<file path="src/rtl/logic_unit_scheduler.sv">
// logic_unit_scheduler: round-robin arbiter in front of a single shared
// W-bit bitwise logic unit. One operation at a time: grant, execute, respond.
module logic_unit_scheduler #(
    parameter int unsigned NREQ = 4,
    parameter int unsigned W    = 8
) (
    input  logic                      clk,
    input  logic                      rst_n,
    input  logic [NREQ-1:0]           req,
    input  logic [3*NREQ-1:0]         op_in,
    input  logic [W*NREQ-1:0]         a_in,
    input  logic [W*NREQ-1:0]         b_in,
    output logic [NREQ-1:0]           gnt,
    output logic                      res_valid,
    input  logic                      res_ready,
    output logic [$clog2(NREQ)-1:0]   res_id,
    output logic [W-1:0]              res_data,
    output logic                      res_err,
    output logic                      busy
);

    localparam int unsigned IDW = $clog2(NREQ);
    localparam int unsigned OPW = 3;

    localparam logic [OPW-1:0] OP_AND  = 3'd0;
    localparam logic [OPW-1:0] OP_OR   = 3'd1;
    localparam logic [OPW-1:0] OP_NOT  = 3'd2;
    localparam logic [OPW-1:0] OP_NAND = 3'd3;
    localparam logic [OPW-1:0] OP_NOR  = 3'd4;
    localparam logic [OPW-1:0] OP_XOR  = 3'd5;
    localparam logic [OPW-1:0] OP_XNOR = 3'd6;

    typedef enum logic [1:0] {
        S_IDLE = 2'd0,
        S_EXEC = 2'd1,
        S_RESP = 2'd2
    } state_t;

    state_t           state_q;
    state_t           state_d;

    // Round-robin pointer: the most recently granted requester
    logic [IDW-1:0]   last_id_q;

    // Operands latched from the winner in the grant cycle
    logic [OPW-1:0]   op_q;
    logic [W-1:0]     a_q;
    logic [W-1:0]     b_q;
    logic [IDW-1:0]   id_q;

    // Arbitration result and winner's payload
    logic             win_found_c;
    logic [IDW-1:0]   win_id_c;
    logic [OPW-1:0]   win_op_c;
    logic [W-1:0]     win_a_c;
    logic [W-1:0]     win_b_c;

    // Logic unit output
    logic [W-1:0]     alu_data_c;
    logic             alu_err_c;

    // Next values of the registered outputs and datapath enables
    logic [NREQ-1:0]  gnt_d;
    logic             res_valid_d;
    logic             busy_d;
    logic             load_c;
    logic             capture_c;

    // Round-robin search starting just after the last winner, wrapping
    always_comb begin
        logic [IDW-1:0] idx;
        win_found_c = 1'b0;
        win_id_c    = '0;
        idx         = '0;
        for (int unsigned k = 1; k <= NREQ; k++) begin
            idx = IDW'((32'(last_id_q) + k) % NREQ);
            if (!win_found_c && req[idx]) begin
                win_found_c = 1'b1;
                win_id_c    = idx;
            end
        end
    end

    // Select the winner's opcode and operands out of the packed buses
    always_comb begin
        win_op_c = '0;
        win_a_c  = '0;
        win_b_c  = '0;
        for (int unsigned i = 0; i < NREQ; i++) begin
            if (win_id_c == IDW'(i)) begin
                win_op_c = op_in[OPW*i +: OPW];
                win_a_c  = a_in[W*i +: W];
                win_b_c  = b_in[W*i +: W];
            end
        end
    end

    // Shared bitwise logic unit; opcode 7 returns zero with the error flag
    always_comb begin
        alu_data_c = '0;
        alu_err_c  = 1'b0;
        case (op_q)
            OP_AND:  alu_data_c = a_q & b_q;
            OP_OR:   alu_data_c = a_q | b_q;
            OP_NOT:  alu_data_c = ~a_q;
            OP_NAND: alu_data_c = ~(a_q & b_q);
            OP_NOR:  alu_data_c = ~(a_q | b_q);
            OP_XOR:  alu_data_c = a_q ^ b_q;
            OP_XNOR: alu_data_c = ~(a_q ^ b_q);
            default: alu_err_c  = 1'b1;
        endcase
    end

    // State register
    always_ff @(posedge clk) begin
        if (!rst_n) begin
            state_q <= S_IDLE;
        end else begin
            state_q <= state_d;
        end
    end

    // Next-state logic
    always_comb begin
        state_d = state_q;
        case (state_q)
            S_IDLE: begin
                if (win_found_c) begin
                    state_d = S_EXEC;
                end
            end
            S_EXEC: begin
                state_d = S_RESP;
            end
            S_RESP: begin
                if (res_valid && res_ready) begin
                    state_d = S_IDLE;
                end
            end
            default: begin
                state_d = S_IDLE;
            end
        endcase
    end

    // Output logic: next values for the registered outputs and datapath loads
    always_comb begin
        gnt_d       = '0;
        res_valid_d = 1'b0;
        busy_d      = 1'b0;
        load_c      = 1'b0;
        capture_c   = 1'b0;
        case (state_q)
            S_IDLE: begin
                if (win_found_c) begin
                    gnt_d  = NREQ'(1) << win_id_c;
                    busy_d = 1'b1;
                    load_c = 1'b1;
                end
            end
            S_EXEC: begin
                capture_c   = 1'b1;
                res_valid_d = 1'b1;
                busy_d      = 1'b1;
            end
            S_RESP: begin
                if (!(res_valid && res_ready)) begin
                    res_valid_d = 1'b1;
                    busy_d      = 1'b1;
                end
            end
            default: begin
                gnt_d = '0;
            end
        endcase
    end

    // Handshake and grant output registers
    always_ff @(posedge clk) begin
        if (!rst_n) begin
            gnt       <= '0;
            res_valid <= 1'b0;
            busy      <= 1'b0;
        end else begin
            gnt       <= gnt_d;
            res_valid <= res_valid_d;
            busy      <= busy_d;
        end
    end

    // Operand latch in the grant cycle, result capture in EXEC
    always_ff @(posedge clk) begin
        if (!rst_n) begin
            last_id_q <= IDW'(NREQ - 1);
            op_q      <= '0;
            a_q       <= '0;
            b_q       <= '0;
            id_q      <= '0;
            res_id    <= '0;
            res_data  <= '0;
            res_err   <= 1'b0;
        end else begin
            if (load_c) begin
                last_id_q <= win_id_c;
                op_q      <= win_op_c;
                a_q       <= win_a_c;
                b_q       <= win_b_c;
                id_q      <= win_id_c;
            end
            if (capture_c) begin
                res_id   <= id_q;
                res_data <= alu_data_c;
                res_err  <= alu_err_c;
            end
        end
    end

endmodule

</file>
<file path="config.mk">
export PLATFORM = sky130hd
export DESIGN_NAME = logic_unit_scheduler
export DESIGN_NICKNAME = d
export VERILOG_FILES = /design/src/rtl/logic_unit_scheduler.sv
export SDC_FILE = /design/constraint.sdc
export NUM_CORES = 1
export LEC_CHECK = 0
export ABC_AREA = 1
export BUFFER_PORTS_ARGS = -buffer_cell sky130_fd_sc_hd__clkbuf_2
export CORE_MARGIN = 4
export CORE_UTILIZATION = 35
export CTS_BUF_LIST = sky130_fd_sc_hd__clkbuf_8
export CTS_CLUSTER_DIAMETER = 60
export CTS_CLUSTER_SIZE = 12
export DETAILED_ROUTE_END_ITERATION = 16
export GPL_TIMING_DRIVEN = 1
export PLACE_DENSITY = 0.58
export SETUP_SLACK_MARGIN = 0.2
export SLEW_MARGIN = 30
export SYNTH_ARGS = -nofsm -noshare
export SYNTH_HDL_FRONTEND = slang
export SYNTH_SLANG_ARGS = --single-unit
</file>
<file path="constraint.sdc">
create_clock -name clk -period 2.1 [get_ports clk]
set_clock_uncertainty 0.1 [all_clocks]
set_input_delay 0.21 -clock clk [delete_from_list [all_inputs] [get_ports clk]]
set_output_delay 0.21 -clock clk [all_outputs]
set_load 0.01 [all_outputs]
</file>
==> results.toml <==
[status]
status = "finished, violations left"
violations = "negative setup slack"

[timing]
fin_crit_sh_pct = 105
finalMaxSlewViolations = 0
slew_headroom_pct = 75.1
setup_viol = 19
timing.hold.ws_ns = 0.130
fmax_ghz = 0.455
tightestPinTransition_ns = 0.373
grt_setup_unrepaired = "yes"
finalHoldViolations = 0
setup_slack_ns = -0.0965
post-route-min-period_ns = 2.20

[logic_synthesis]
synthDistinctLibCells = 39
syn_inst = 530
ys_seq_elements = 42
synth.avg_cell_area_sq_um = 6.41
ys.warnings.count = 0
synth_nets = 633
seq_area_frac_synth_pct = 24.8
synth_ff_type = "dfxtp_1"
synth_edf_count = 0
synthArstFlopShare_pct = 0
synth_area_sq_um = 3400

[job]
cap_violations = 0

[clock_tree]
cts_tree = "done"
h-tree-depth = 2
clock_latency_ns = 0.30
cts-root-buf = "clkbuf_8"
cts_made_buffers = 5
cts_buffer_depth = 2
path_clk_slew_ns = 0.08
cts.sinks = 42

[placed_design]
portBuffers = 99
place_area_sq_um = 4180
dp_hpwl_mm = 7.84
gp_congestion = 0.857

[worst_setup_path]
critPathLaunchType = "flop"
critPathKind = "reg -> reg"
cpPeakStageDelay_ns = 0.39
crit_path_frequent_cell = "nand2_1"
critPathMaxFanout = 8
worstPathCellList = "buf_6 -> nand2_1 -> nand3_1 -> nand2_2 -> nand4_1 -> nand2_4 -> nor2_8 -> buf_6 -> buf_12 -> nor2_4 -> nand2_1 -> nand2_1 -> inv_2 -> nand2_2 -> a21oi_2"
rrSetupSlack_ns = -0.1
crit_arrival_ns = 2.29
critical_path.top_delay_family = "simple AND/OR/NAND/NOR gates"
required_ns = 2.19
crit_path_top_delay_cell = "dfxtp_4"
cp-end-kind = "flop"
cp_num_buf_inv = 4

[floorplanning]
core_sq_um = 9330
start_util_pct = 36.4
fp-row-count = 35
ios = 100
die_h_um = 107
die_area_sq_um = 11300
die_w_um = 107

[power_and_ir_drop]
p_leak_uw = 0.00258
total_power_uw = 9430
power.density_nw_per_um2 = 1920
peakVddDrop_mv = 1.04

[drt]
firstDrtPassIters = 4
wirelength_mm = 11.1
drt_iter0_drc = 95
vias = 3804
routed_via_density = 4.74
drc = 0
ant_nets = 0
wl_per_cell_um = 13.9

[layout]
final_nets = 777
fin_area_sq_um = 4900
nFillCells = 935
multi_input_area_sq_um = 2350
syn_to_final_growth_pct = 44.2
diodes = 0
final_common_cell = "nand2_1"
drive_above_1_share_pct = 39.2
ff_latch_area_sq_um = 846
layout_common_cells = "nand2_1 (120), clkbuf_2 (99), inv_1 (83), nor2_1 (43), dfxtp_1 (40)"

[grt]
overflow = 0
grt_pass1_wl_mm = 18.5
antenna_found_initial = 0
grt_max_degree = 20
grt_usage_pct = 20.0
grt_pass1_vias = 3854

[hold_path]
hold_class = "in -> reg"
==> worst paths after layout <==
check / from / end / cells past startpoint
min: a_in[5] / a_q[5]$_SDFFE_PN0P_ / 5
max reg2reg: last_id_q[0]$_SDFFE_PN1P_ / op_q[2]$_SDFFE_PN0P_ / 15
min reg2reg: res_data[5]$_SDFFE_PN0P_ / res_data[5]$_SDFFE_PN0P_ / 2
max: last_id_q[0]$_SDFFE_PN1P_ / op_q[2]$_SDFFE_PN0P_ / 15
==> area by class of cell <==
class / count / area share [%]
Inverter: 90 / 7.05
Multi-Input combinational cell: 381 / 47.9
Timing Repair inverter: 1 / 0.0766
Clock buffer: 5 / 1.40
Tap cell: 129 / 3.29
Clock inverter: 2 / 0.153
Sequential cell: 42 / 17.3
Timing Repair Buffer: 153 / 22.9
==> synthesized netlist by cell type, types with 6 or more instances <==
cell / number / area, sq um
o21ai_0: 23 / 115
nand2_2: 10 / 62.6
clkbuf_1: 6 / 22.5
nand3_1: 34 / 170
a21oi_2: 10 / 87.6
nor2_1: 53 / 199
o22ai_1: 8 / 50.1
nand3_2: 11 / 110
ha_1: 20 / 250
buf_6: 7 / 78.8
dfxtp_1: 42 / 841
a21oi_1: 23 / 115
inv_1: 84 / 315
nand2_1: 150 / 563
==> registers in the layout, indices dropped and copies added, names as in the netlist <==
register and flops:
busy 1, res_err 1, a_q 8, id_q 2
res_valid 1, b_q 8, gnt 4, last_id_q 2
res_data 8, res_id 2, state_q 2, op_q 3
==> tightest hold or removal path: stages <==
cell      delay [ns]
clkbuf_2        0.08
nand2_1         0.04
nand2_1         0.06
nor3_2          0.04
nor2_1          0.07
==> cells by family (layout without fill, tap and decap cells) <==
logic type | count (synthesis) | count (layout) | synth area share (%)
muxes | 1 | 1 | 0.331
DFF | 42 | 42 | 24.8
AOI/OAI and AO/OA | 80 | 80 | 14.9
buffers and inverters | 110 | 251 | 14.8
and+or+nand+nor | 277 | 280 | 37.9
adders and majority gates | 20 | 20 | 7.37
==> report_power, final <==
| part | internal, uW | switching [uW] | total [uW] |
|---|---|---|---|
| registers | 1100 | 231 | 1330 |
| clock network | 220 | 277 | 497 |
| logic | 3490 | 4120 | 7600 |
| total | 4810 | 4620 | 9430 |
==> what timing repair did <==
| item | 4_1_cts | 5_1_grt |
|---|---|---|
| hold buffers | 0 | 0 |
| buffers inserted | 17 | 5 |
| gates resized for setup | 37 | 52 |
| cloned | 6 | 2 |
| pin swaps | 30 | 35 |
| setup endpoints to repair | 26 | 32 |
==> routing by layer <==
| metal | vias up | share of wire (%) | global-route usage (%) |
|---|---|---|---|
| met5 | - | 0 | 0 |
| met4 | 0 | 1.5 | 5.94 |
| met3 | 15 | 6.7 | 4.13 |
| met2 | 137 | 45 | 32.3 |
| met1 | 1692 | 47 | 26.8 |
| li1 | 1960 | - | - |
==> metrics by stage <==
step / std cells / utilization (%) / setup WS, ns / TNS, ns
2_1_floorplan: 530 / - / 0.149 / 0
3_3_place_gp: 766 / 44.8 / -0.0773 / -0.406
6_report: 803 / 52.5 / -0.0965 / -0.911
5_1_grt: 803 / 52.5 / -0.240 / -3.88
4_1_cts: 796 / 49.7 / -0.0477 / -0.473
3_5_place_dp: 766 / 44.8 / -0.0862 / -0.981
Power figures use the tool's default switching activity.
